`config.mk`:
```
export PLATFORM = sky130hd
export DESIGN_NAME = sdram_arbit
export DESIGN_NICKNAME = d
export VERILOG_FILES = /design/src/rtl/sdram_arbit.sv
export SDC_FILE = /design/constraint.sdc
export NUM_CORES = 1
export LEC_CHECK = 0
export CELL_PAD_IN_SITES_DETAIL_PLACEMENT = 0
export CELL_PAD_IN_SITES_GLOBAL_PLACEMENT = 1
export CORE_MARGIN = 8
export CORE_UTILIZATION = 20
export CTS_BUF_LIST = sky130_fd_sc_hd__clkbuf_2 sky130_fd_sc_hd__clkbuf_4 sky130_fd_sc_hd__clkbuf_8
export DETAILED_ROUTE_END_ITERATION = 10
export PLACE_DENSITY_LB_ADDON = 0.1
export SETUP_SLACK_MARGIN = 0.5
export SKIP_LAST_GASP = 1
export SLEW_MARGIN = 20
export SYNTH_ARGS = -nofsm -noshare
export SYNTH_HDL_FRONTEND = slang
export SYNTH_SLANG_ARGS = --single-unit
```
`constraint.sdc`:
```
create_clock -name sclk -period 2.21 [get_ports sclk]
set_input_delay 0.3315 -clock sclk [delete_from_list [all_inputs] [get_ports sclk]]
set_output_delay 0.3315 -clock sclk [all_outputs]
set_load 0.01 [all_outputs]
```
`src/rtl/sdram_arbit.sv`:
```
// SDRAM command arbiter: fixed-priority grant of refresh > write > read, muxing the owning stage onto the pins.
// Optional watchdog on stuck operations is enabled by defining SDRAM_ARBIT_WDOG_EN.
module sdram_arbit (
    input  logic        sclk,
    input  logic        s_rst_n,
    input  logic        flag_init_end,
    input  logic [3:0]  init_cmd,
    input  logic [12:0] init_addr,
    input  logic        ref_req,
    output logic        ref_en,
    input  logic        flag_ref_end,
    input  logic [3:0]  aref_cmd,
    input  logic [12:0] aref_addr,
    input  logic        wr_req,
    output logic        wr_en,
    input  logic        flag_wr_end,
    input  logic [3:0]  wr_cmd,
    input  logic [12:0] wr_addr,
    input  logic        rd_req,
    output logic        rd_en,
    input  logic        flag_rd_end,
    input  logic [3:0]  rd_cmd,
    input  logic [12:0] rd_addr,
    output logic [3:0]  sdram_cmd,
    output logic [12:0] sdram_addr,
    output logic        err_timeout
);

    localparam logic [3:0] CMD_NOP = 4'b0111;

    typedef enum logic [2:0] {
        ST_INIT  = 3'd0,
        ST_ARBIT = 3'd1,
        ST_AREF  = 3'd2,
        ST_WRITE = 3'd3,
        ST_READ  = 3'd4
    } state_t;

    state_t state_q, state_d;
    logic   ref_en_q, ref_en_d;
    logic   wr_en_q,  wr_en_d;
    logic   rd_en_q,  rd_en_d;
    logic   in_op;
    logic   op_done;

    assign in_op   = (state_q == ST_AREF) || (state_q == ST_WRITE) || (state_q == ST_READ);
    // An end flag only counts when it belongs to the operation currently owning the bus.
    assign op_done = ((state_q == ST_AREF)  && flag_ref_end) ||
                     ((state_q == ST_WRITE) && flag_wr_end)  ||
                     ((state_q == ST_READ)  && flag_rd_end);

`ifdef SDRAM_ARBIT_WDOG_EN
    logic [7:0] wdog_q, wdog_d;
    logic       err_q, err_d;
    logic       wdog_fire;

    assign wdog_fire = in_op && !op_done && (wdog_q == 8'hFF);
`endif

    always_ff @(posedge sclk or negedge s_rst_n) begin
        if (!s_rst_n) begin
            state_q  <= ST_INIT;
            ref_en_q <= 1'b0;
            wr_en_q  <= 1'b0;
            rd_en_q  <= 1'b0;
        end else begin
            state_q  <= state_d;
            ref_en_q <= ref_en_d;
            wr_en_q  <= wr_en_d;
            rd_en_q  <= rd_en_d;
        end
    end

    always_comb begin
        state_d  = state_q;
        ref_en_d = 1'b0;
        wr_en_d  = 1'b0;
        rd_en_d  = 1'b0;
        case (state_q)
            ST_INIT: begin
                if (flag_init_end) begin
                    state_d = ST_ARBIT;
                end
            end
            ST_ARBIT: begin
                if (ref_req) begin
                    state_d  = ST_AREF;
                    ref_en_d = 1'b1;
                end else if (wr_req) begin
                    state_d = ST_WRITE;
                    wr_en_d = 1'b1;
                end else if (rd_req) begin
                    state_d = ST_READ;
                    rd_en_d = 1'b1;
                end
            end
            ST_AREF, ST_WRITE, ST_READ: begin
                if (op_done) begin
                    state_d = ST_ARBIT;
                end
`ifdef SDRAM_ARBIT_WDOG_EN
                else if (wdog_fire) begin
                    state_d = ST_ARBIT;
                end
`endif
            end
            default: begin
                state_d = ST_INIT;
            end
        endcase
    end

`ifdef SDRAM_ARBIT_WDOG_EN
    // Counts cycles spent in the current operation; leaving it for any reason restarts from zero.
    always_comb begin
        wdog_d = 8'd0;
        err_d  = wdog_fire;
        if (in_op && (state_d == state_q)) begin
            wdog_d = wdog_q + 8'd1;
        end
    end

    always_ff @(posedge sclk or negedge s_rst_n) begin
        if (!s_rst_n) begin
            wdog_q <= 8'd0;
            err_q  <= 1'b0;
        end else begin
            wdog_q <= wdog_d;
            err_q  <= err_d;
        end
    end

    assign err_timeout = err_q;
`else
    assign err_timeout = 1'b0;
`endif

    assign ref_en = ref_en_q;
    assign wr_en  = wr_en_q;
    assign rd_en  = rd_en_q;

    always_comb begin
        sdram_cmd  = CMD_NOP;
        sdram_addr = 13'd0;
        case (state_q)
            ST_INIT: begin
                sdram_cmd  = init_cmd;
                sdram_addr = init_addr;
            end
            ST_AREF: begin
                sdram_cmd  = aref_cmd;
                sdram_addr = aref_addr;
            end
            ST_WRITE: begin
                sdram_cmd  = wr_cmd;
                sdram_addr = wr_addr;
            end
            ST_READ: begin
                sdram_cmd  = rd_cmd;
                sdram_addr = rd_addr;
            end
            default: begin
                sdram_cmd  = CMD_NOP;
                sdram_addr = 13'd0;
            end
        endcase
    end

endmodule

```
==> results <==
- The flow ran to the end, and the final reports show no timing, DRC or antenna violations.
- The worst ir drop on vdd is 0.537 mV.
- In the finished design, the share of the clock period the worst path needs comes to 0.865.
- The largest area contributor in the netlist is sky130_fd_sc_hd__mux2i_1.
- After detailed routing, the average wire length per cell comes to 16.8 um.
- The filler-free cell count of the finished design is 300.
- The worst path required time is 1.88 ns.
- By area, the combinational part of the netlist is dominated by compound AO/OA/AOI/OAI gates.
- The critical path starts at state_q[1]$_DFFE_PN0P_.
- The initial antenna violation count is 0.
- The horizontal extent of the die is 83.2 um.
- Detailed placement finished with a half-perimeter wire length of 3430 um.
- The path class of the tightest hold or removal check is in2async.
- For the final routed database, the setup TNS stands at 0 ns.
- The TritonCTS clock tree is built.
- Setup violations remaining at the end of the flow were counted as 0.
- The endpoint of the worst register-to-register path is rd_en$_DFF_PN0_.
- Of the post-synthesis cell area, the dominant cell type holds 0.199.
- The multiplexer fraction of the synthesized cell area is 0.212.
- Buffers placed on the I/O ports in this run total 96.
- The remaining number of nets flagged by the antenna check after routing is 0.
- For this design the ratio of total power to cell area is 1060 nW/um^2.
- The global-route wire length before repair is 7510 um.
- With fillers left out, the area of the finished cells amounts to 2520 sq um.
- Routability-driven placement finished with a final weighted congestion of 0.749.
- The reg-to-reg critical path startpoint is state_q[1]$_DFFE_PN0P_.
- Counting tap cells, the placed design contains a total of 255 instances.
- In the routed design, unresolved DRC markers number 0.
- Following the worst setup path forward leads to its endpoint at sdram_addr[1].
- For the final database, setup skew stands at 0.00247 ns.
- When the netlist entered floorplanning its net count stood at 188.
- Of the total synthesized cell area, the portion taken by full adders, half adders and majority gates is 0.
- The total via count after detailed routing is 1403.
- The pre-CTS worst setup slack is 0.0891 ns.
- In this run, synthesis inferred 0 flip-flops with an integrated enable.
- The compound-gate portion of the synthesized area is 0.345.
- Setup repair after global routing could not meet its margin everywhere.
- By count the netlist is led by 18 x sky130_fd_sc_hd__mux2i_1, 15 x sky130_fd_sc_hd__inv_1, 14 x sky130_fd_sc_hd__a21o_1, 14 x sky130_fd_sc_hd__o32ai_1, 6 x sky130_fd_sc_hd__dfrtp_1.
- After detailed routing, the number of vias per cell comes to 4.68.
- The count of distinct cell types in the synthesized netlist is 28.
- The fraction of layout cells with a size suffix above 1 is 0.407.
- Of the total synthesized cell area, the portion taken by XOR and XNOR cells is 0.
- The simple logic cell fraction of the synthesized area is 0.118.
- STA puts the critical path data arrival time at 1.58 ns.
- The number of cells produced by synthesis is 111.
- In the global route stage, overall resource usage came out at 0.130.
- The number of iterations in the first detailed-routing pass is 4.
- STA classifies the critical path startpoint as a register.
- The standard cell core area is 4350 sq um.
- The fraction of registers with async set/reset is 1.00.
- Summed over all layers, the routed wires come to 5030 um.
- The number of hold-repair buffers added at the cts stage is 0.
- Clock-pin slew was measured on the worst setup and hold paths at 0.04 ns.
- The maximum number of buffers from clock root to sink is 2.
- The worst-case hold slack is 0.361 ns.
- The post-synthesis cell area is 903 sq um.
- The number of pins exceeding their max-slew limit in the final report is 0.
- TritonCTS created 3 clock buffers.
- The area added between synthesis and finish is 180%.
- The core utilization of the finished layout is 0.580.
- After floorplanning, the core was divided into 24 placement rows.
- The count of state elements after synthesis is 6.
- The clock drives 6 sinks.
- 0 antenna diodes ended up in the layout.
- The number of global-route vias before repair was 1537.
- The hold violation count in the final report is 0.
- The setup slack after layout is 0.299 ns.
- For this run, the top clock speed supported by timing is 0.523 GHz.
- The count of nets after finishing is 327.
- The floorplan step set the die height to 83.2 um.
- The maximum fanout encountered on the critical timing path is 7.
- After layout, the minimum clock period comes to 1.91 ns.
- The depth of the worst register-to-register path is 6.
- For this design the static power due to leakage is 1.16 nW.
- After synthesis, the cell types taking the most area are sky130_fd_sc_hd__mux2i_1 20%, sky130_fd_sc_hd__dfrtp_1 17%, sky130_fd_sc_hd__o32ai_1 14%.
- The most repeated cell in the gate-level netlist after synthesis is sky130_fd_sc_hd__mux2i_1.
- The max-cap violation count is 0.
- Entering global routing, the biggest net connects 11 pins.
- The leading register cell type out of synthesis is sky130_fd_sc_hd__dfrtp_1.
- The worst setup path is of the reg2out kind.
- The total overflow reported by the global router is 0.
- The die area is 6920 sq um.
- After filler insertion, the fill cell instance count of the layout stands at 368.
- Across all register-to-register paths, the minimum setup slack is 0.70 ns.
- The total design power is 2.67 mW.
- CTS built an H-tree with a depth of 1.
- The effective utilization at floorplan is 0.207.
- The type of destination of the critical path is an output pin.
- Each instance of the synthesized netlist takes up on average 8.14 sq um.
- The root buffer cell chosen for the clock tree is sky130_fd_sc_hd__clkbuf_8.
- Once placement finished, the instance area stood at 1910 sq um.
- The detailed router finished its first iteration with 71 violations.
- The yosys synthesis warning count is 0.
- The count of pins on the block boundary is 98.
- The fraction of the yosys area taken by sequential cells is 0.166.
- The clock latency on the worst-skew pair is 0.23 ns.
==> placed cells by master (no fill, tap or decap), drive strengths merged, types with 3 or more instances in the layout <==
master,n
nand2b,5
buf,64
inv,15
mux2i,18
clkdlybuf4s50,79
nor2,3
a211oi,3
nand2,3
a21o,14
o32ai,14
clkbuf,5
dfrtp,6
a22oi,3
nor2b,3
==> state kept, by name (all words and copies together), names as in the netlist <==
name     count
rd_en        1
ref_en       1
state_q      3
wr_en        1
==> worst max-delay path: stages, from the launching register on <==
cell	delay [ns]
sky130_fd_sc_hd__dfrtp_2	0.47
sky130_fd_sc_hd__buf_6	0.15
sky130_fd_sc_hd__buf_6	0.11
sky130_fd_sc_hd__mux2i_2	0.22
sky130_fd_sc_hd__o32ai_2	0.11
sky130_fd_sc_hd__a21o_1	0.16
sky130_fd_sc_hd__buf_2	0.13
==> area by class of cell <==
type | count | area, sq um | share of cell area
clock buffer | 3 | 41.3 | 0.0164
inverter | 15 | 56.3 | 0.0223
multi-input combinational | 79 | 787 | 0.312
sequential | 6 | 154 | 0.0610
tap | 52 | 65.1 | 0.0258
timing repair buffer | 145 | 1420 | 0.563
==> worst min path at each step <==
stage	end	slack [ns]	cells past startpoint
after detailed placement	state_q[1]$_DFFE_PN0P_	0.52	1
after floorplan	rd_en$_DFF_PN0_	0.04	0
after CTS	rd_en$_DFF_PN0_	0.36	1
final	rd_en$_DFF_PN0_	0.36	1
after global placement	state_q[1]$_DFFE_PN0P_	0.53	1
after global routing	rd_en$_DFF_PN0_	0.38	1
==> what timing repair did <==
| action | CTS | global route |
|---|---|---|
| resized for setup | 106 | 24 |
| gates cloned | 2 | 1 |
| setup endpoints to repair | 17 | 17 |
| setup buffers | 31 | 8 |
| pin swaps | 9 | 6 |
==> cell families (layout without fill, tap and decap cells) <==
| family | Yosys count | after routing |
|---|---|---|
| buffers and inverters | 27 | 163 |
| AND/OR/NAND/NOR | 18 | 19 |
| multiplexers | 19 | 19 |
| AO/OA/AOI/OAI | 40 | 40 |
| flip-flops | 6 | 6 |
| other | 1 | 1 |
==> per-layer routing <==
metal / vias to the layer above / global-route usage / routed length, um
li1: 689 / - / -
met1: 655 / 0.137 / 1960
met2: 55 / 0.236 / 2660
met3: 4 / 0.0479 / 387
met4: 0 / 0.0288 / 31
met5: - / 0 / 0
==> power by group <==
group / internal (mW) / switching (mW)
logic: 1.41 / 0.900
registers: 0.144 / 0.0476
clock network: 0.117 / 0.0523
Note: power is estimated with default switching activity, not from simulation.
